File: config.mk
export PLATFORM = sky130hd
export DESIGN_NAME = chevychev_highpass
export DESIGN_NICKNAME = d
export VERILOG_FILES = /design/src/rtl/chevychev_hp_pkg.sv /design/src/rtl/chevychev_hp_limit.sv /design/src/rtl/chevychev_highpass.sv
export SDC_FILE = /design/constraint.sdc
export NUM_CORES = 1
export LEC_CHECK = 0
export CORE_MARGIN = 2
export CORE_UTILIZATION = 45
export DETAILED_ROUTE_END_ITERATION = 16
export PLACE_DENSITY = 0.69
export RECOVER_POWER = 100
export SLEW_MARGIN = 20
export SYNTH_ARGS = -nofsm -noshare
export SYNTH_HDL_FRONTEND = slang
export SYNTH_SLANG_ARGS = --single-unit
File: constraint.sdc
create_clock -name clk -period 4.7 [get_ports clk]
set_clock_uncertainty 0.05 [all_clocks]
set_input_delay 0.94 -clock clk [delete_from_list [all_inputs] [get_ports clk]]
set_output_delay 0.94 -clock clk [all_outputs]
set_load 0.03 [all_outputs]
File: src/rtl/chevychev_hp_pkg.sv
// Shared widths, default coefficients and output limits for the Chebyshev high-pass biquad.
// Optional saturation is selected by CHEVYCHEV_HP_SAT_EN (see chevychev_hp_limit).
package chevychev_hp_pkg;

  localparam int unsigned IN_W      = 8;
  localparam int unsigned OUT_W     = 18;
  localparam int unsigned COEF_W    = 10;
  localparam int unsigned ACC_W     = 32;
  localparam int unsigned FRAC_BITS = 8;

  // Q2.8 defaults: zero DC gain, 0.8 gain at Nyquist
  localparam logic signed [COEF_W-1:0] B0_DEF = 10'sd64;
  localparam logic signed [COEF_W-1:0] B1_DEF = -10'sd128;
  localparam logic signed [COEF_W-1:0] B2_DEF = 10'sd64;
  localparam logic signed [COEF_W-1:0] A1_DEF = 10'sd0;
  localparam logic signed [COEF_W-1:0] A2_DEF = 10'sd64;

  localparam logic signed [OUT_W-1:0] Y_MAX = 18'sd131071;
  localparam logic signed [OUT_W-1:0] Y_MIN = -18'sd131072;

endpackage

File: src/rtl/chevychev_hp_limit.sv
// Scales the accumulator back to sample units and limits it to 18 bits.
// CHEVYCHEV_HP_SAT_EN defined: clamp to [Y_MIN, Y_MAX]; otherwise keep the low bits (wrap).
module chevychev_hp_limit
  import chevychev_hp_pkg::*;
(
  input  logic signed [ACC_W-1:0] i_acc,
  output logic signed [OUT_W-1:0] o_y
);

  logic signed [ACC_W-1:0] w_shift;

  // Arithmetic shift floors toward -inf
  assign w_shift = i_acc >>> FRAC_BITS;

`ifdef CHEVYCHEV_HP_SAT_EN
  always_comb begin
    o_y = OUT_W'(w_shift);
    if (w_shift > ACC_W'(Y_MAX)) begin
      o_y = Y_MAX;
    end else if (w_shift < ACC_W'(Y_MIN)) begin
      o_y = Y_MIN;
    end
  end
`else
  assign o_y = OUT_W'(w_shift);
`endif

endmodule

File: src/rtl/chevychev_highpass.sv
// Direct Form I biquad high-pass: one 8-bit sample in, one registered 18-bit sample out per clock.
// Output limiting (wrap or saturate via CHEVYCHEV_HP_SAT_EN) lives in chevychev_hp_limit.
module chevychev_highpass
  import chevychev_hp_pkg::*;
#(
  parameter logic signed [COEF_W-1:0] B0 = B0_DEF,
  parameter logic signed [COEF_W-1:0] B1 = B1_DEF,
  parameter logic signed [COEF_W-1:0] B2 = B2_DEF,
  parameter logic signed [COEF_W-1:0] A1 = A1_DEF,
  parameter logic signed [COEF_W-1:0] A2 = A2_DEF
) (
  input  logic                    clk,
  input  logic                    rst,
  input  logic signed [IN_W-1:0]  data_in,
  output logic signed [OUT_W-1:0] data_out
);

  logic signed [IN_W-1:0]  r_x1, r_x2;
  logic signed [OUT_W-1:0] r_y1, r_y2;
  logic signed [ACC_W-1:0] w_acc;
  logic signed [OUT_W-1:0] w_y;

  // All terms sign-extended to the accumulator width; the sum cannot overflow 32 bits
  assign w_acc = ACC_W'(B0) * ACC_W'(data_in)
               + ACC_W'(B1) * ACC_W'(r_x1)
               + ACC_W'(B2) * ACC_W'(r_x2)
               - ACC_W'(A1) * ACC_W'(r_y1)
               - ACC_W'(A2) * ACC_W'(r_y2);

  chevychev_hp_limit u_limit (
    .i_acc (w_acc),
    .o_y   (w_y)
  );

  always_ff @(posedge clk or posedge rst) begin
    if (rst) begin
      r_x1 <= '0;
      r_x2 <= '0;
      r_y1 <= '0;
      r_y2 <= '0;
    end else begin
      r_x1 <= data_in;
      r_x2 <= r_x1;
      r_y1 <= w_y;
      r_y2 <= r_y1;
    end
  end

  // y[n-1] register doubles as the output register
  assign data_out = r_y1;

endmodule

Yosys cells after proc, flatten, opt, wreduce, memory -nomap -nowiden
Cells that the tools add are included.
{ "op_classes": {"addsub": 4} }
{ "ops": {"columns": ["cell", "n"], "rows": [
  ["$add A14 B26 Y26", 1],
  ["$add A26 B14 Y26", 1],
  ["$sub A26 B24 Y26", 1],
  ["$neg A8 Y19", 1]
]} }
{ "totals": {"out_inout_bits": 18, "reg_bits": 52, "in_bits": 10} }

Longest topological paths before layout
{ "depth": {"word_depth": 4, "ltp_mapped": 15} }

Hierarchy
From an unflattened synthesis, not the netlist that was laid out.
{ "unflattened": {"hier_cells": 408, "hier_area_um2": 4103.9} }
{ "by_module_without_submodules": {"columns": ["module", "seq_area_each_um2", "n_inst", "area_each_um2", "cells_per_inst"], "rows": [
  ["chevychev_highpass", 1301.2, 1, 3968.8, 390],
  ["chevychev_hp_limit", 0.0, 1, 135.1, 18]
]} }

Least setup slack after synthesis
OpenSTA, ideal clock, no wires.
{ "synth_timing": {"path_kind": "input port to flip-flop", "start": "input port data_in[3]", "end": "register r_y1[16] (netlist: data_out[16])", "setup_slack_ps": 1022, "arrival_time_ps": 3505, "setup_ps": 123, "stages": 11, "cell_sequence": "fa_1 > inv_1 > fa_1 > inv_1 > ha_1 > nand2_1 > o31ai_2 > a31oi_2 > nor4_1 > and4bb_2 > xnor2_1"} }
{ "synth_between": {"elab_chain_cells": 3} }
{ "synth_lines": {"columns": ["item", "line", "text"], "rows": [
  ["start: declaration", "chevychev_highpass.sv:14", "input logic signed [IN_W-1:0] data_in,"],
  ["$add A14 B26 Y26", "chevychev_highpass.sv:25", "+ ACC_W'(B1) * ACC_W'(r_x1)"],
  ["$add A26 B14 Y26", "chevychev_highpass.sv:26", "+ ACC_W'(B2) * ACC_W'(r_x2)"],
  ["$sub A26 B24 Y26", "chevychev_highpass.sv:28", "- ACC_W'(A2) * ACC_W'(r_y2);"],
  ["net u_limit.i_acc[24]", "chevychev_hp_limit.sv:6", "input logic signed [ACC_W-1:0] i_acc,"],
  ["end signal: assignment", "chevychev_highpass.sv:44", "r_y1 <= w_y;"],
  ["end: declaration", "chevychev_highpass.sv:19", "logic signed [OUT_W-1:0] r_y1, r_y2;"]
]} }
The timed path passes the listed nets, and every way through them passes these cells.

Final worst setup path
{ "layout_timing": {"start": "input port data_in[3]", "end": "register r_y1[15] (netlist: data_out[15])"} }
The elaborated chain is that of the path after synthesis.

==> results.md <==
## Routing
* **post-detailed-route wirelength per cell** 13.3 um
* **number of antenna-violating nets in the routed design** 0
* **remaining routing DRC violations** 0
* **first drt pass iteration count** 4
* **total via count in the routed design** 2,098
* **drt initial violations** 62
* **Vias/cell** 4.70
* **final routed wirelength across all metal layers** 5930 um

## Synth
* **count of cell types in the netlist** 36
* **average cell area after synthesis** 10.7 um2
* **Synth Warn #** 0
* **flops & latches, synth** 52
* **share of the yosys chip area belonging to registers** 0.390
* **Synthesized Nets** 378
* **area share of the leading cell type in the synthesized netlist** 0.390
* **cell taking the most area after synthesis** sky130_fd_sc_hd__dfrtp_1
* **number of cells produced by synthesis** 311
* **leading post-synthesis cells by cell area** sky130_fd_sc_hd__dfrtp_1 (39%), sky130_fd_sc_hd__fa_1 (22%), sky130_fd_sc_hd__inv_1 (10%)
* **Mapped Area** 3340 um2

## Placement
* **DP Wirelength** 4720 um
* **area post-placement** 3740 um2
* **Final Wtd Congestion** 0.871
* **# port buffers** 27

## Worst setup path
* **Slowest cell on crit path** sky130_fd_sc_hd__dlygate4sd3_1
* **critical path data arrival time** 4.61 ns
* **crit end category** register
* **worst-path maximum fanout** 6
* **required time at the worst-slack endpoint** 4.85 ns
* **Buf+Inv Stages, Crit Path** 3
* **ordered list of cells on the worst path** dlygate4sd3_1, fa_1, inv_1, fa_1, inv_1, ha_1, nand2_1, o31ai_1, a31oi_1, o31ai_1, a21oi_1, xnor2_1
* **gate family responsible for the most delay along the worst path** adder cells
* **type of the setup path with the least slack** input pin to register
* **Max stage delay on crit path** 0.58 ns
* **Worst setup SP type** input pin

## Timing
* **transition time at the pin with the least slew margin** 2.23 ns
* **number of slew-limit violations in the final report** 53
* **Final Hold Viols** 0
* **unrepaired setup endpoints after global routing** no
* **Finish-stage setup viols** 0
* **Tcrit/Tclk final** 0.947
* **Max-slew headroom** -0.497
* **final period demand of the worst path** 4.45 ns
* **highest clock frequency the design can meet** 0.225 GHz
* **Setup TNS** 0 ns

## Clock network
* **sinks on the clock net** 52
* **clock tree from TritonCTS** yes
* **Max H-tree Level** 2
* **Bufs on Longest Clock Path** 2
* **Post-CTS Setup Bufs** 0
* **buffer cell driving the clock tree root** sky130_fd_sc_hd__clkbuf_8
* **number of hold buffers added after cts** 0
* **Clock transition at path regs** 0.10 ns
* **clock network latency to the later pin of the worst-skew pair** 0.31 ns
* **count of instances resized after the clock tree is built** 0
* **Inserted Clock Buffers** 5

## Floorplanning
* **area of the core region** 7210 um2
* **IO Count** 28
* **starting density of the core** 0.463
* **Die ar.** 8120 um2
* **Rows** 31
* **DIE WIDTH** 90.1 um
* **die extent in y** 90.1 um

## GRT
* **number of global-route vias before repair** 2,266
* **wire length of the first global-routing pass** 10,700 um
* **maximum number of pins on one net before global-route repair** 53
* **initial antenna violation count** 0
* **residual overflow from global routing** 0
* **global routing usage summed across all routing layers** 0.167

## Cells and area
* **final cell area excluding filler cells** 3820 um2
* **Reg area** 1300 um2
* **fin util** 0.530
* **proportion of layout cells with a drive suffix above 1** 0.0548
* **area of the multi-input gates** 1680 um2
* **antenna cell count** 0
* **synthesis-to-finish area growth** 14.5%
* **# nets final** 413
* **most frequent standard cell in the layout excluding fill and tap cells** sky130_fd_sc_hd__inv_1
* **commonest cells after routing, fill and taps aside** sky130_fd_sc_hd__inv_1 (88), sky130_fd_sc_hd__dfrtp_1 (52), sky130_fd_sc_hd__fa_1 (36)
* **Layout fillers** 680

## Run status
* **violations in the final reports** capacitance limit, slew limit
* **outcome** finished, violations left

## Worst hold path
* **class of the most critical hold timing path** register to register

## Job
* **max cap viols** 1

[metrics by stage]
stage / cells / setup slack, ns / hold slack [ns]
floorplan: 311 / 1.02 / 0.318
global placement: 438 / 0.130 / 0.305
detailed placement: 438 / 0.123 / 0.309
CTS: 446 / 0.419 / 0.332
global route: 446 / 0.0692 / 0.338
finish: 446 / 0.249 / 0.324
[cells by family after synthesis]
| logic type | share of synthesized area |
|---|---|
| XOR/XNOR | 0.0630 |
| AO/OA/AOI/OAI | 0.0761 |
| flip-flops | 0.390 |
| AND/OR/NAND/NOR | 0.0746 |
| adder cells (fa/ha/maj) | 0.295 |
| buffers and inverters | 0.102 |
[synthesized netlist by cell type (all sizes together)]
| library cell | instances |
|---|---|
| a21boi | 1 |
| a21oi | 16 |
| a22oi | 1 |
| a31oi | 4 |
| a41oi | 1 |
| and2 | 1 |
| and3 | 3 |
| and4 | 1 |
| and4bb | 1 |
| clkbuf | 1 |
| dfrtp | 52 |
| fa | 36 |
| ha | 21 |
| inv | 89 |
| nand2 | 19 |
| nand2b | 1 |
| nand3 | 4 |
| nor2 | 6 |
| nor2b | 2 |
| nor3 | 2 |
| nor3b | 1 |
| nor4 | 1 |
| o21ai | 12 |
| o221ai | 1 |
| o22ai | 1 |
| o31ai | 3 |
| or2 | 2 |
| or3 | 1 |
| or3b | 1 |
| or4 | 2 |
| xnor2 | 13 |
| xor2 | 11 |
[final cells by class]
| class | instances | share of cell area |
|---|---|---|
| well taps | 99 | 0.0324 |
| clock buffers | 6 | 0.0216 |
| multi-input cells | 169 | 0.440 |
| clock inverters | 2 | 0.00360 |
| repair buffers | 29 | 0.0746 |
| flip-flops and latches | 52 | 0.340 |
| inverters | 89 | 0.0877 |
[sequential cells by signal, indices dropped and copies added, names as in the netlist]
signal    flops
r_x1          8
r_x2          8
r_y2         18
data_out     18
[metal layers]
| layer | wire (um) | vias to the layer above | share of wire | GRT usage |
|---|---|---|---|---|
| met5 | 0 | - | 0 | 0 |
| met4 | 123 | 0 | 0.021 | 0.0603 |
| met3 | 226 | 12 | 0.038 | 0.0310 |
| met2 | 2950 | 32 | 0.50 | 0.273 |
| met1 | 2630 | 1036 | 0.44 | 0.224 |
| li1 | - | 1018 | - | - |
[path summary, 6_finish.rpt]
| check | from | end | slack, ns | cells after the start |
|---|---|---|---|---|
| min in group asynchronous | rst | r_y2[15] | 1.62 | 2 |
| worst min register to register | data_out[4] | r_y2[4] | 0.32 | 0 |
| worst max-delay path | data_in[3] | data_out[15] | 0.25 | 12 |
| worst max register to register | r_x1[0] | data_out[13] | 0.44 | 15 |
| worst min-delay path | data_out[4] | r_y2[4] | 0.32 | 0 |
| max in group asynchronous | rst | r_y2[7] | 1.97 | 2 |
Power is not shown: default switching activity piles up to over one toggle a cycle in this logic, so the estimate is an artifact.
==> variant (same settings) <==
The package constant `IN_W` goes from 8 to 10.
--- a/src/rtl/chevychev_hp_pkg.sv
+++ b/src/rtl/chevychev_hp_pkg.sv
@@ -4,3 +4,3 @@
 
-  localparam int unsigned IN_W      = 8;
+  localparam int unsigned IN_W      = 10;
   localparam int unsigned OUT_W     = 18;
Interface: changed (resized data_in); port bits go from 28 to 30. No check against the original RTL was run, so the function may have changed too.
==> variant against the unedited design <==
  * Via count down 5.2%
  * Critical path depth stayed put
  * Non-clock buffer count is 2 higher
  * Wire length decreased by 5.9%
  * Final area rose by 1.1%
  * Critical endpoint unchanged
  * Highest routed layer unchanged
  * Sequential cell count is 4 higher
  * Area after synthesis up 0.64%
  * Setup slack better by 0.12 ns
Power is left out: the tool's default activity adds up to more than one toggle a clock period on the data nets, which glitch-free logic cannot reach.
==> variant: results (changes against the unedited design) <==
[logic_synthesis]
synth_ff_type = dfrtp_1  ; unchanged
synthTopCellsByArea = dfrtp_1 (42%), fa_1 (21%), inv_1 (8.8%), ha_1 (7.1%), xor2_1 (3.7%)  ; was dfrtp_1 (39%), fa_1 (22%), inv_1 (10%), ha_1 (7.9%), xnor2_1 (3.4%)
yosysWarnings = 0  ; unchanged
avgSynthCellArea_um2 = 11.5  ; was 10.7 µm²
synth_cell_type_count = 36  ; unchanged
synth_nets = 359  ; was 378
async_reset_ff_frac = 1.00  ; unchanged
synthTopCellsByCount = inv_1 (79), dfrtp_1 (56), fa_1 (36), ha_1 (19), xor2_1 (14)  ; was inv_1 (89), dfrtp_1 (52), fa_1 (36), ha_1 (21), nand2_1 (19)
seq_area_frac_synth = 0.417  ; was 0.390

[drt]
wl_met2_um = 2790  ; was 2950 µm
vias = 1988  ; was 2098
wl_per_cell_um = 13.0  ; was 13.3 µm
drcViolationCount = 0  ; unchanged
wl_met3_um = 182  ; was 226 µm
drt_wl_total_um = 5580  ; was 5930 µm
highest_layer = met4  ; unchanged
wl_met1_um = 2480  ; was 2630 µm
drtIter0Drc = 48  ; was 62
dr.pass1.iters = 5  ; was 4

[setup_path]
path_max_fanout = 4  ; was 6
arrival_ns = 4.52  ; was 4.61 ns

[clock_network]
cts_resized = 0  ; unchanged
htree_levels = 2  ; unchanged
ctsHoldBuffers = 0  ; unchanged
numCtsBuffers = 5  ; unchanged
path_clk_slew_ns = 0.10  ; about the same
clockBufferDepth = 2  ; unchanged
clockRootBuffer = clkbuf_8  ; unchanged
clk_latency_ns = 0.32

[final_layout]
diodes = 0  ; unchanged
layout-drive-gt1-share = 0.0545  ; was 0.0548
fin_nets = 396  ; was 413

[global_routing]
grt.total_usage = 0.153  ; was 0.167
antenna_found_initial = 0  ; unchanged
grt_pass1_wl_um = 9860  ; was 10700 µm
grt_pass1_vias = 2167  ; was 2266
grt_max_degree = 54  ; was 53

[floorplanning]
num_rows = 31  ; unchanged

[placement]
placed_cells = 421  ; was 438
dpl.hpwl_um = 4400  ; was 4720 µm
io_buffers = 29  ; was 27
place_congestion = 0.814  ; was 0.871

[timing]
slew_headroom = 0.129  ; was -0.497
fin_tns_setup_ns = 0  ; unchanged

[status]
status = complete, no violations  ; was finished, violations left

-- variant: logic make-up (layout without fill, tap and decap cells) --
kind of cell / Yosys count / in the layout / share of synthesized area
buffers and inverters: 80 / 118 / 0.0894
AO/OA/AOI/OAI: 36 / 36 / 0.0808
flip-flops: 56 / 56 / 0.417
adder cells (fa/ha/maj): 55 / 55 / 0.285
AND/OR/NAND/NOR: 39 / 39 / 0.0592
XOR/XNOR: 26 / 26 / 0.0678
-- variant: metrics by stage --
stage                     area (µm²)  setup slack [ns]  utilization
final                           3870             0.373        0.533
after global routing            3870             0.192        0.533
after CTS                       3890             0.507        0.536
after detailed placement        3800             0.172        0.523
after global placement          3800             0.247        0.523
after floorplan                 3360             0.995            -
-- variant: path summary, 6_finish.rpt --
kind,start,end,slack [ns],cells past startpoint
worst max-delay path,data_in[3],data_out[15],0.37,12
worst min-delay path,data_out[5],r_y2[5],0.33,0
worst max register to register,r_x1[2],data_out[15],0.79,14
worst min register to register,data_out[5],r_y2[5],0.33,0
max in group asynchronous,rst,r_x1[9],2.25,3
min in group asynchronous,rst,data_out[12],0.87,2
-- variant: layer usage --
metal  up-vias  track usage
li1        956            -
met1       967        0.198
met2        46        0.259
met5         -            0
met4         0       0.0500
met3        19       0.0301
-- variant: layout make-up --
type                            count  area, µm²
Sequential cell                    56       1400
Fill cell                         667       3390
Timing Repair Buffer               31        315
Multi-Input combinational cell    156       1640
Inverter                           79        297
Clock buffer                        5       68.8
Tap cell                           99        124
Clock inverter                      3       22.5
-- variant: worst max-delay path, cell delays in order --
cell	delay [ns]
dlygate4sd3_1	0.59
fa_1	0.54
inv_1	0.05
fa_1	0.52
inv_1	0.04
ha_1	0.21
or3_1	0.38
o22a_1	0.26
a2bb2oi_1	0.38
o311ai_0	0.25
a21oi_1	0.23
xnor2_1	0.13
